### src/rtl/sort.sv
// Eight-key sorter: 19-comparator odd-even merge network feeding one output register stage.
// Define SORT_DESCENDING_EN to emit keys largest-first instead of smallest-first.
module sort #(
  parameter int WIDTH = 8
) (
  input  logic             clk,
  input  logic             rst,
  input  logic             in_valid,
  input  logic [WIDTH-1:0] n1,
  input  logic [WIDTH-1:0] n2,
  input  logic [WIDTH-1:0] n3,
  input  logic [WIDTH-1:0] n4,
  input  logic [WIDTH-1:0] n5,
  input  logic [WIDTH-1:0] n6,
  input  logic [WIDTH-1:0] n7,
  input  logic [WIDTH-1:0] n8,
  output logic             out_valid,
  output logic [WIDTH-1:0] first,
  output logic [WIDTH-1:0] second,
  output logic [WIDTH-1:0] third,
  output logic [WIDTH-1:0] fourth,
  output logic [WIDTH-1:0] fifth,
  output logic [WIDTH-1:0] sixth,
  output logic [WIDTH-1:0] seventh,
  output logic [WIDTH-1:0] eighth
);

  localparam int NCMP = 19;

  // Comparator pairs listed in dependency order; pairs within a layer are independent.
  localparam logic [2:0] LO [NCMP] = '{
    3'd0, 3'd2, 3'd4, 3'd6,
    3'd0, 3'd1, 3'd4, 3'd5,
    3'd1, 3'd5,
    3'd0, 3'd1, 3'd2, 3'd3,
    3'd2, 3'd3,
    3'd1, 3'd3, 3'd5
  };
  localparam logic [2:0] HI [NCMP] = '{
    3'd1, 3'd3, 3'd5, 3'd7,
    3'd2, 3'd3, 3'd6, 3'd7,
    3'd2, 3'd6,
    3'd4, 3'd5, 3'd6, 3'd7,
    3'd4, 3'd5,
    3'd2, 3'd4, 3'd6
  };

  logic [WIDTH-1:0] keys_d [8];
  logic [WIDTH-1:0] keys_q [8];
  logic             valid_q;

  always_comb begin
    logic [WIDTH-1:0] tmp;
    logic             swap;
    tmp    = '0;
    swap   = 1'b0;
    keys_d = '{n1, n2, n3, n4, n5, n6, n7, n8};
    for (int c = 0; c < NCMP; c++) begin
`ifdef SORT_DESCENDING_EN
      swap = keys_d[LO[c]] < keys_d[HI[c]];
`else
      swap = keys_d[LO[c]] > keys_d[HI[c]];
`endif
      if (swap) begin
        tmp            = keys_d[LO[c]];
        keys_d[LO[c]]  = keys_d[HI[c]];
        keys_d[HI[c]]  = tmp;
      end
    end
  end

  genvar gi;
  generate
    for (gi = 0; gi < 8; gi++) begin : g_lane
      always_ff @(posedge clk or posedge rst) begin
        if (rst) begin
          keys_q[gi] <= '0;
        end else if (in_valid) begin
          keys_q[gi] <= keys_d[gi];
        end
      end
    end
  endgenerate

  always_ff @(posedge clk or posedge rst) begin
    if (rst) begin
      valid_q <= 1'b0;
    end else begin
      valid_q <= in_valid;
    end
  end

  assign out_valid = valid_q;
  assign first     = keys_q[0];
  assign second    = keys_q[1];
  assign third     = keys_q[2];
  assign fourth    = keys_q[3];
  assign fifth     = keys_q[4];
  assign sixth     = keys_q[5];
  assign seventh   = keys_q[6];
  assign eighth    = keys_q[7];

endmodule

### config.mk
export PLATFORM = sky130hd
export DESIGN_NAME = sort
export DESIGN_NICKNAME = d
export VERILOG_FILES = /design/src/rtl/sort.sv
export SDC_FILE = /design/constraint.sdc
export NUM_CORES = 1
export LEC_CHECK = 0
export ABC_AREA = 1
export CAP_MARGIN = 20
export CELL_PAD_IN_SITES_DETAIL_PLACEMENT = 1
export CELL_PAD_IN_SITES_GLOBAL_PLACEMENT = 1
export CORE_UTILIZATION = 36
export CTS_CLUSTER_SIZE = 10
export DETAILED_ROUTE_END_ITERATION = 16
export GPL_ROUTABILITY_DRIVEN = 0
export PLACE_DENSITY_LB_ADDON = 0.1
export SYNTH_ARGS = -nofsm -noshare
export SYNTH_HDL_FRONTEND = slang
export SYNTH_SLANG_ARGS = --single-unit
export TNS_END_PERCENT = 30
### constraint.sdc
create_clock -name clk -period 2.2 [get_ports clk]
set_clock_uncertainty 0.2 [all_clocks]
set_input_delay 0.55 -clock clk [delete_from_list [all_inputs] [get_ports clk]]
set_output_delay 0.55 -clock clk [all_outputs]
set_load 0.1 [all_outputs]
==> results of run 1 <==
## kinds of logic after synthesis
family	after synthesis	share of synthesized area, %
flops	65	16.8
compound gates	333	19.9
fa+ha+maj	139	17.9
simple gates	829	36.2
buf+inv	220	9.32
## metrics by stage
step | std cells | hold WS, ns
2_1_floorplan | 1586 | 0.381
3_3_place_gp | 2472 | 0.325
3_5_place_dp | 2472 | 0.331
==> metrics.txt, run 1 <==
Mean Syn Cell Area 6.12 um2; post-synth design cell area 0.00971 mm2; clock root cell clkbuf_16; CTS resizes 851; status stopped before the end; leading area contributor after synthesis nand2_1; Clock Path Buffers 2; number of CTS-inserted buffers 9; die width 166 um; H-tree depth 3; Stopped at clock tree synthesis; post-synth top area share 22.8%; CTS Hold Buffers Added 0; Rows 59; IO buf count 131; dpl cell area 0.0161 mm2; first error [ERROR DPL-0033] detailed placement checks failed during check placement.; Die Ht 166 um; Post-DP HPWL 37200 um; Ports 132; ys flop type dfrtp_1; Post-synth EDFFs 0; fraction of synthesis flops using an asynchronous set or reset pin 100%; initial core utilization 36.9%; Distinct cells, synth 37; Synthesized Nets 1792; Seq cells post-synth 65; Seq/Total Area, Yosys 16.8%; worst slack, placed -7.30 ns; Synth top cells by count nand2_1, o21ai_0, ha_1; Synth Instances 1586; most frequent cell after synthesis nand2_1; postcts setup bufs 188; Ys Warns 0; top cells by area, synth nand2_1, ha_1, dfrtp_1, o21ai_0, inv_1; CTS Sinks 65
==> run 2: changes to the inputs <==
- CELL_PAD_IN_SITES_DETAIL_PLACEMENT: 1 -> default
- CELL_PAD_IN_SITES_GLOBAL_PLACEMENT: 1 -> default
- CORE_UTILIZATION: 36 -> 30
- CTS_CLUSTER_SIZE: 10 -> default
- PLACE_DENSITY_LB_ADDON: 0.1 -> 0.15
- clock period: 2.2 -> 2.9 ns (I/O delays scaled with it)
==> metrics.txt, run 2 <==
slowest cell delay on critical path 0.29 ns; Worst Hold End third[5]; maxcap violations 0; initial core utilization 30.6% (-6.3 points); r2r setup slk 2.04 ns; Post-DP HPWL 28300 um (-24%); IO buf count 131 (unchanged); top cells by area, synth nand2_1, ha_1, dfrtp_1, o21ai_0, inv_1; most frequent cells in the layout buf_4, nand2_1, nand2_2; Seq cells post-synth 65 (unchanged); Die Ht 182 um (+9.4%); largest net degree at the start of global routing 66; Ys Warns 0 (unchanged); core area 0.0317 mm2; Synth Instances 1586 (unchanged); final worst-path setup slack -5.64 ns; CTS Hold Buffers Added 0 (unchanged); TritonCTS clock tree done; clk slew on worst S/H paths 0.06 ns; most frequent cell after synthesis nand2_1; Slew headroom 49.7%; die width 182 um (+9.4%); Synthesized Nets 1792 (unchanged); WP data required 2.98 ns; vias in the first global route 13200; ys flop type dfrtp_1; Seq/Total Area, Yosys 16.8% (unchanged); Hold WC Path Type reg -> reg; Post-Layout Inst Area 0.0210 mm2; RSZ-0062 raised after global routing yes; number of CTS-inserted buffers 9 (unchanged); dpl cell area 0.0155 mm2 (-3.8%); routed wire length 44200 um; critical setup path kind in -> reg; Fin. Hold Viols 0; failing checks negative setup slack; most common cell after layout, fill and taps aside buf_4; Clock Path Buffers 2 (unchanged); H-tree depth 3 (unchanged); Rows 65 (+10%); clock root cell clkbuf_16; Crit Reg-Reg Endpoint eighth[7]; Min-Delay Startpoint third[5]; fmax 117 MHz; Worst Path Max Fanout 7; fraction of synthesis flops using an asynchronous set or reset pin 100% (unchanged); area grow syn2layout 116%; Ports 132 (unchanged); fillcell total 2436; TritonRoute pass-1 iters 5; R2R Path Start eighth[7]; Synth Area in Adders 17.9% (unchanged); Die Area 0.0331 mm2; gr usage total 23.3%; routed len/inst 15.7 um; first-pass GRT wire length 63600 um; leading area contributor after synthesis nand2_1; Post-synth EDFFs 0 (unchanged); CP max stage cell a211oi_2; multiplexer share of the synthesized area 0% (unchanged); share of cells above drive strength 1 62.5%; Skew-Pair Late Insertion Delay 0.34 ns; post-synth design cell area 0.00971 mm2 (unchanged); DR iter-0 viols 834; worst slack, placed -6.40 ns (+0.900 ns); Distinct cells, synth 37 (unchanged); largest family of logic cells by synthesized area simple AND/OR/NAND/NOR gates; DRC 0; initial antenna violation count 0; post-synth top area share 22.8% (unchanged); status complete, but fails checks; Least-Margin Pin Slew 0.747 ns; max-slew violations 0; post-synthesis compound-gate area fraction 19.9% (unchanged); NumNets Final 2615; CP Launch Type input port; Hold Slack 0.269 ns; Synth top cells by count nand2_1, o21ai_0, ha_1; CTS Sinks 65 (unchanged); via count 14000; Overflow after GRT 0; Mean Syn Cell Area 6.12 um2 (unchanged); CP arrival 8.62 ns; Avg Vias per Cell 4.97; reg2reg path depth 2; Tmin final 8.54 ns; Worst Hold Depth 2; fin crit share 294%; Antenna Cells 0; Setup violations, final 64; synthesized-area fraction occupied by xor and xnor cells 0% (unchanged); area share of and/or/nand/nor cells after synthesis 36.2% (unchanged); CP endpoint kind flip-flop; post-route ant nets 0
==> run 2: cell counts after synthesis <==
No cell type changed its count.
==> run 2: final cells by class <==
type                    instances  area [um2]  area share, %
repair buffers                860        7130           34.0
inverters                     160         697           3.32
clock buffers                  10         239           1.14
flip-flops and latches         65        1630           7.75
well taps                     402         503           2.40
repair inverters                3        33.8          0.161
multi-input cells            1310       10700           51.0
clock inverters                 5        56.3          0.268
==> run 2: worst max-delay path by stage <==
stage	startpoint	end	slack, ns
final	n2[2]	seventh[6]	-5.64
after global routing	n2[2]	second[1]	-5.96
after CTS	n2[7]	fourth[3]	-5.01
after detailed placement	n2[1]	fourth[4]	-6.40
after global placement	n2[1]	fourth[0]	-6.31
after floorplan	n8[5]	fourth[7]	-5.50
==> run 2: cells by family (layout without fill, tap and decap cells) <==
family                   count (synthesis)  count (layout)
buffers and inverters                  220            1038
adder cells (fa/ha/maj)                139             139
AND/OR/NAND/NOR                        829             838
flip-flops                              65              65
AO/OA/AOI/OAI                          333             333
==> run 2: critical path: cells and delay by family <==
family / cells / cell delay (ns)
buffers and inverters: 18 / 1.99
adder cells (fa/ha/maj): 4 / 1.03
AND/OR/NAND/NOR: 34 / 3.31
AO/OA/AOI/OAI: 10 / 1.54
==> run 2: routing by layer <==
| layer | track usage [%] | vias to the layer above | wire (um) |
|---|---|---|---|
| met5 | 0 | - | 0 |
| met4 | 6.92 | 0 | 1540 |
| met3 | 1.72 | 100 | 1580 |
| met2 | 42.2 | 368 | 22600 |
| met1 | 29.4 | 6615 | 18400 |
| li1 | - | 6911 | - |
==> run 2: stage by stage <==
| step | TNS, ns | utilization [%] | std cells |
|---|---|---|---|
| 2_1_floorplan | -296.95 | - | 1586 |
| 3_3_place_gp | -348.48 | 48.8 | 2547 |
| 3_5_place_dp | -353.33 | 48.8 | 2547 |
| 4_1_cts | -271.84 | 58.6 | 2747 |
| 5_1_grt | -322.34 | 66.2 | 2815 |
| 6_report | -304.12 | 66.2 | 2815 |
==> run 2: repair_timing <==
item,in CTS,in global routing
pin swaps,161,216
gates resized for setup,602,439
setup buffers,167,75
cloned,21,4
setup endpoints to repair,64,64
Power of run 2 is left out: the tool's default activity adds up to more than one toggle a clock period on the data nets, which glitch-free logic cannot reach.
==> run 3: changes to the inputs <==
- CAP_MARGIN: 20 -> default
==> results of run 3 <==
No change in the layout: final DEF, timing and power equal those of run 2.
Power of run 3 is left out for the same reason.
==> run 4: changes to the inputs <==
--- a/config.mk
+++ b/config.mk
@@ -8,2 +8,3 @@
 export ABC_AREA = 1
+export CORE_ASPECT_RATIO = 1.2
 export CORE_UTILIZATION = 30
--- a/constraint.sdc
+++ b/constraint.sdc
@@ -4,2 +4,2 @@
 set_output_delay 0.725 -clock clk [all_outputs]
-set_load 0.1 [all_outputs]
+set_load 0.01 [all_outputs]
==> metrics.txt, run 4 (synthesis results as in run 2) <==
fin crit share 291% (-3.2 points); routed len/inst 14.4 um (-8.1%); clock root cell clkbuf_16; initial antenna violation count 0 (unchanged); Worst Hold End fourth[1]; gr usage total 22.8% (-0.57 points); Least-Margin Pin Slew 0.736 ns (-0.0111 ns); area grow syn2layout 98.5%; initial core utilization 30.7% (+0.090 points); area of the multi-input gates 0.00981 mm2 (-8.4%); DRC 4 (+4); final worst-path setup slack -5.55 ns (+0.0918 ns); failing checks design-rule violations, negative setup slack; RSZ-0062 raised after global routing yes; Crit Reg-Reg Endpoint eighth[7]; utilization after layout 60.9% (-5.3 points); routed wire length 39400 um (-11%); CP endpoint kind flip-flop; fillcell total 2779 (+14%); max-slew violations 0 (unchanged); CP arrival 8.52 ns (-0.10 ns); Worst Path Max Fanout 8 (+1); most common cell after layout, fill and taps aside buf_4; slowest cell delay on critical path 0.32 ns (+0.03 ns); Skew-Pair Late Insertion Delay 0.34 ns (about the same); vias in the first global route 13100 (-0.015%); Post-Layout Cell Count 2729 (-3.1%); Die Ht 199 um (+9.4%); WP data required 2.98 ns (about the same); maxcap violations 0 (unchanged); status complete, but fails checks; critical setup path kind in -> reg; core area 0.0316 mm2 (-0.29%); H-tree depth 3 (unchanged); DR iter-0 viols 643 (-23%); number of CTS-inserted buffers 9 (unchanged); Antenna Cells 0 (unchanged); Ports 132 (unchanged); CP max stage cell a211oi_2; IO buf count 131 (unchanged); Overflow after GRT 0 (unchanged); fmax 118 MHz (+1.1%); Avg Vias per Cell 4.86 (-2.2%); Worst Hold Depth 2 (unchanged); critical path's most frequent cell buf_4; first-pass GRT wire length 61800 um (-2.8%); Rows 71 (+9.2%); Die Area 0.0331 mm2 (about the same); CP Launch Type input port; R2R Path Start eighth[7]; post-route ant nets 0 (unchanged); Setup violations, final 64 (unchanged); Clock Path Buffers 2 (unchanged); TritonCTS clock tree done; Fin. Hold Viols 0 (unchanged); dpl cells 2527 (-0.79%); TritonRoute pass-1 iters 11 (+6); Tmin final 8.45 ns (-0.0918 ns); via count 13300 (-5.2%); Post-DP HPWL 28200 um (-0.44%); NumNets Final 2530 (-3.3%); clk slew on worst S/H paths 0.05 ns (about the same); setup TNS -294.99 ns (+9.13 ns); r2r setup slk 2.06 ns (+0.02 ns); Hold Slack 0.274 ns (+0.00506 ns); die width 166 um (-8.6%); CTS Sinks 65 (unchanged); most frequent cells in the layout buf_4, nand2_1, nand2_2; share of cells above drive strength 1 51.8% (-11 points); Hold WC Path Type reg -> reg; Min-Delay Startpoint fourth[1]; Slew headroom 50.4% (+0.75 points); reg2reg path depth 2 (unchanged); register area 0.00163 mm2 (unchanged); largest net degree at the start of global routing 66 (unchanged)
[run 4: cell types whose count changed in the layout (fill, tap and decap cells not counted), moves of 13 or more]
cell	change
o21ai_1	+15
nand2_1	+47
o21ai_4	-26
nand2_2	-21
buf_4	-137
inv_1	+20
inv_2	-13
clkdlybuf4s50_1	+65
ha_4	-21
nand2_4	-18
buf_6	-36
nor2_1	+13
ha_1	+25
[run 4: what timing repair did]
item	in CTS	in global routing
resized for setup	562	122
pin swaps	187	65
gates cloned	21	2
endpoints found under the setup margin	64	64
buffers inserted	139	28
hold buffers	0	0
[run 4: final cells by class]
type	count	area share (%)
tap	401	2.60
timing repair buffer	769	33.1
clock buffer	12	1.28
multi-input combinational	1316	50.9
clock inverter	3	0.0909
inverter	160	3.47
timing repair inverter	3	0.117
sequential	65	8.44
[run 4: critical path: cells and delay by family]
| kind | cells | cell delay, ns |
|---|---|---|
| and+or+nand+nor | 32 | 2.80 |
| AOI/OAI and AO/OA | 9 | 1.48 |
| buffers and inverters | 20 | 2.65 |
| adders and majority gates | 4 | 0.82 |
[run 4: how the worst max path moves through the flow]
stage	from	endpoint	slack, ns	cells after the start
after floorplan	n8[5]	fourth[7]	-5.49	63
after global placement	n6[7]	second[6]	-6.24	58
after detailed placement	n8[5]	fifth[0]	-6.34	53
after CTS	n1[4]	third[3]	-5.07	54
after global routing	n2[5]	fifth[6]	-6.00	63
final	n2[5]	fifth[7]	-5.55	65
[run 4: per-stage QoR]
stage / cell area, um2 / setup slack (ns)
after global routing: 19300 / -6.00
after global placement: 15500 / -6.24
after floorplan: 10600 / -5.49
after detailed placement: 15500 / -6.34
after CTS: 18400 / -5.07
final: 19300 / -5.55
[run 4: routing by layer]
| metal | track usage (%) | vias to the layer above | wire, um |
|---|---|---|---|
| li1 | - | 6741 | - |
| met1 | 24.5 | 6147 | 15500 |
| met2 | 46.1 | 285 | 21300 |
| met3 | 1.37 | 93 | 1010 |
| met4 | 9.02 | 0 | 1540 |
| met5 | 0 | - | 0 |
Power of run 4 is left out for the same reason.
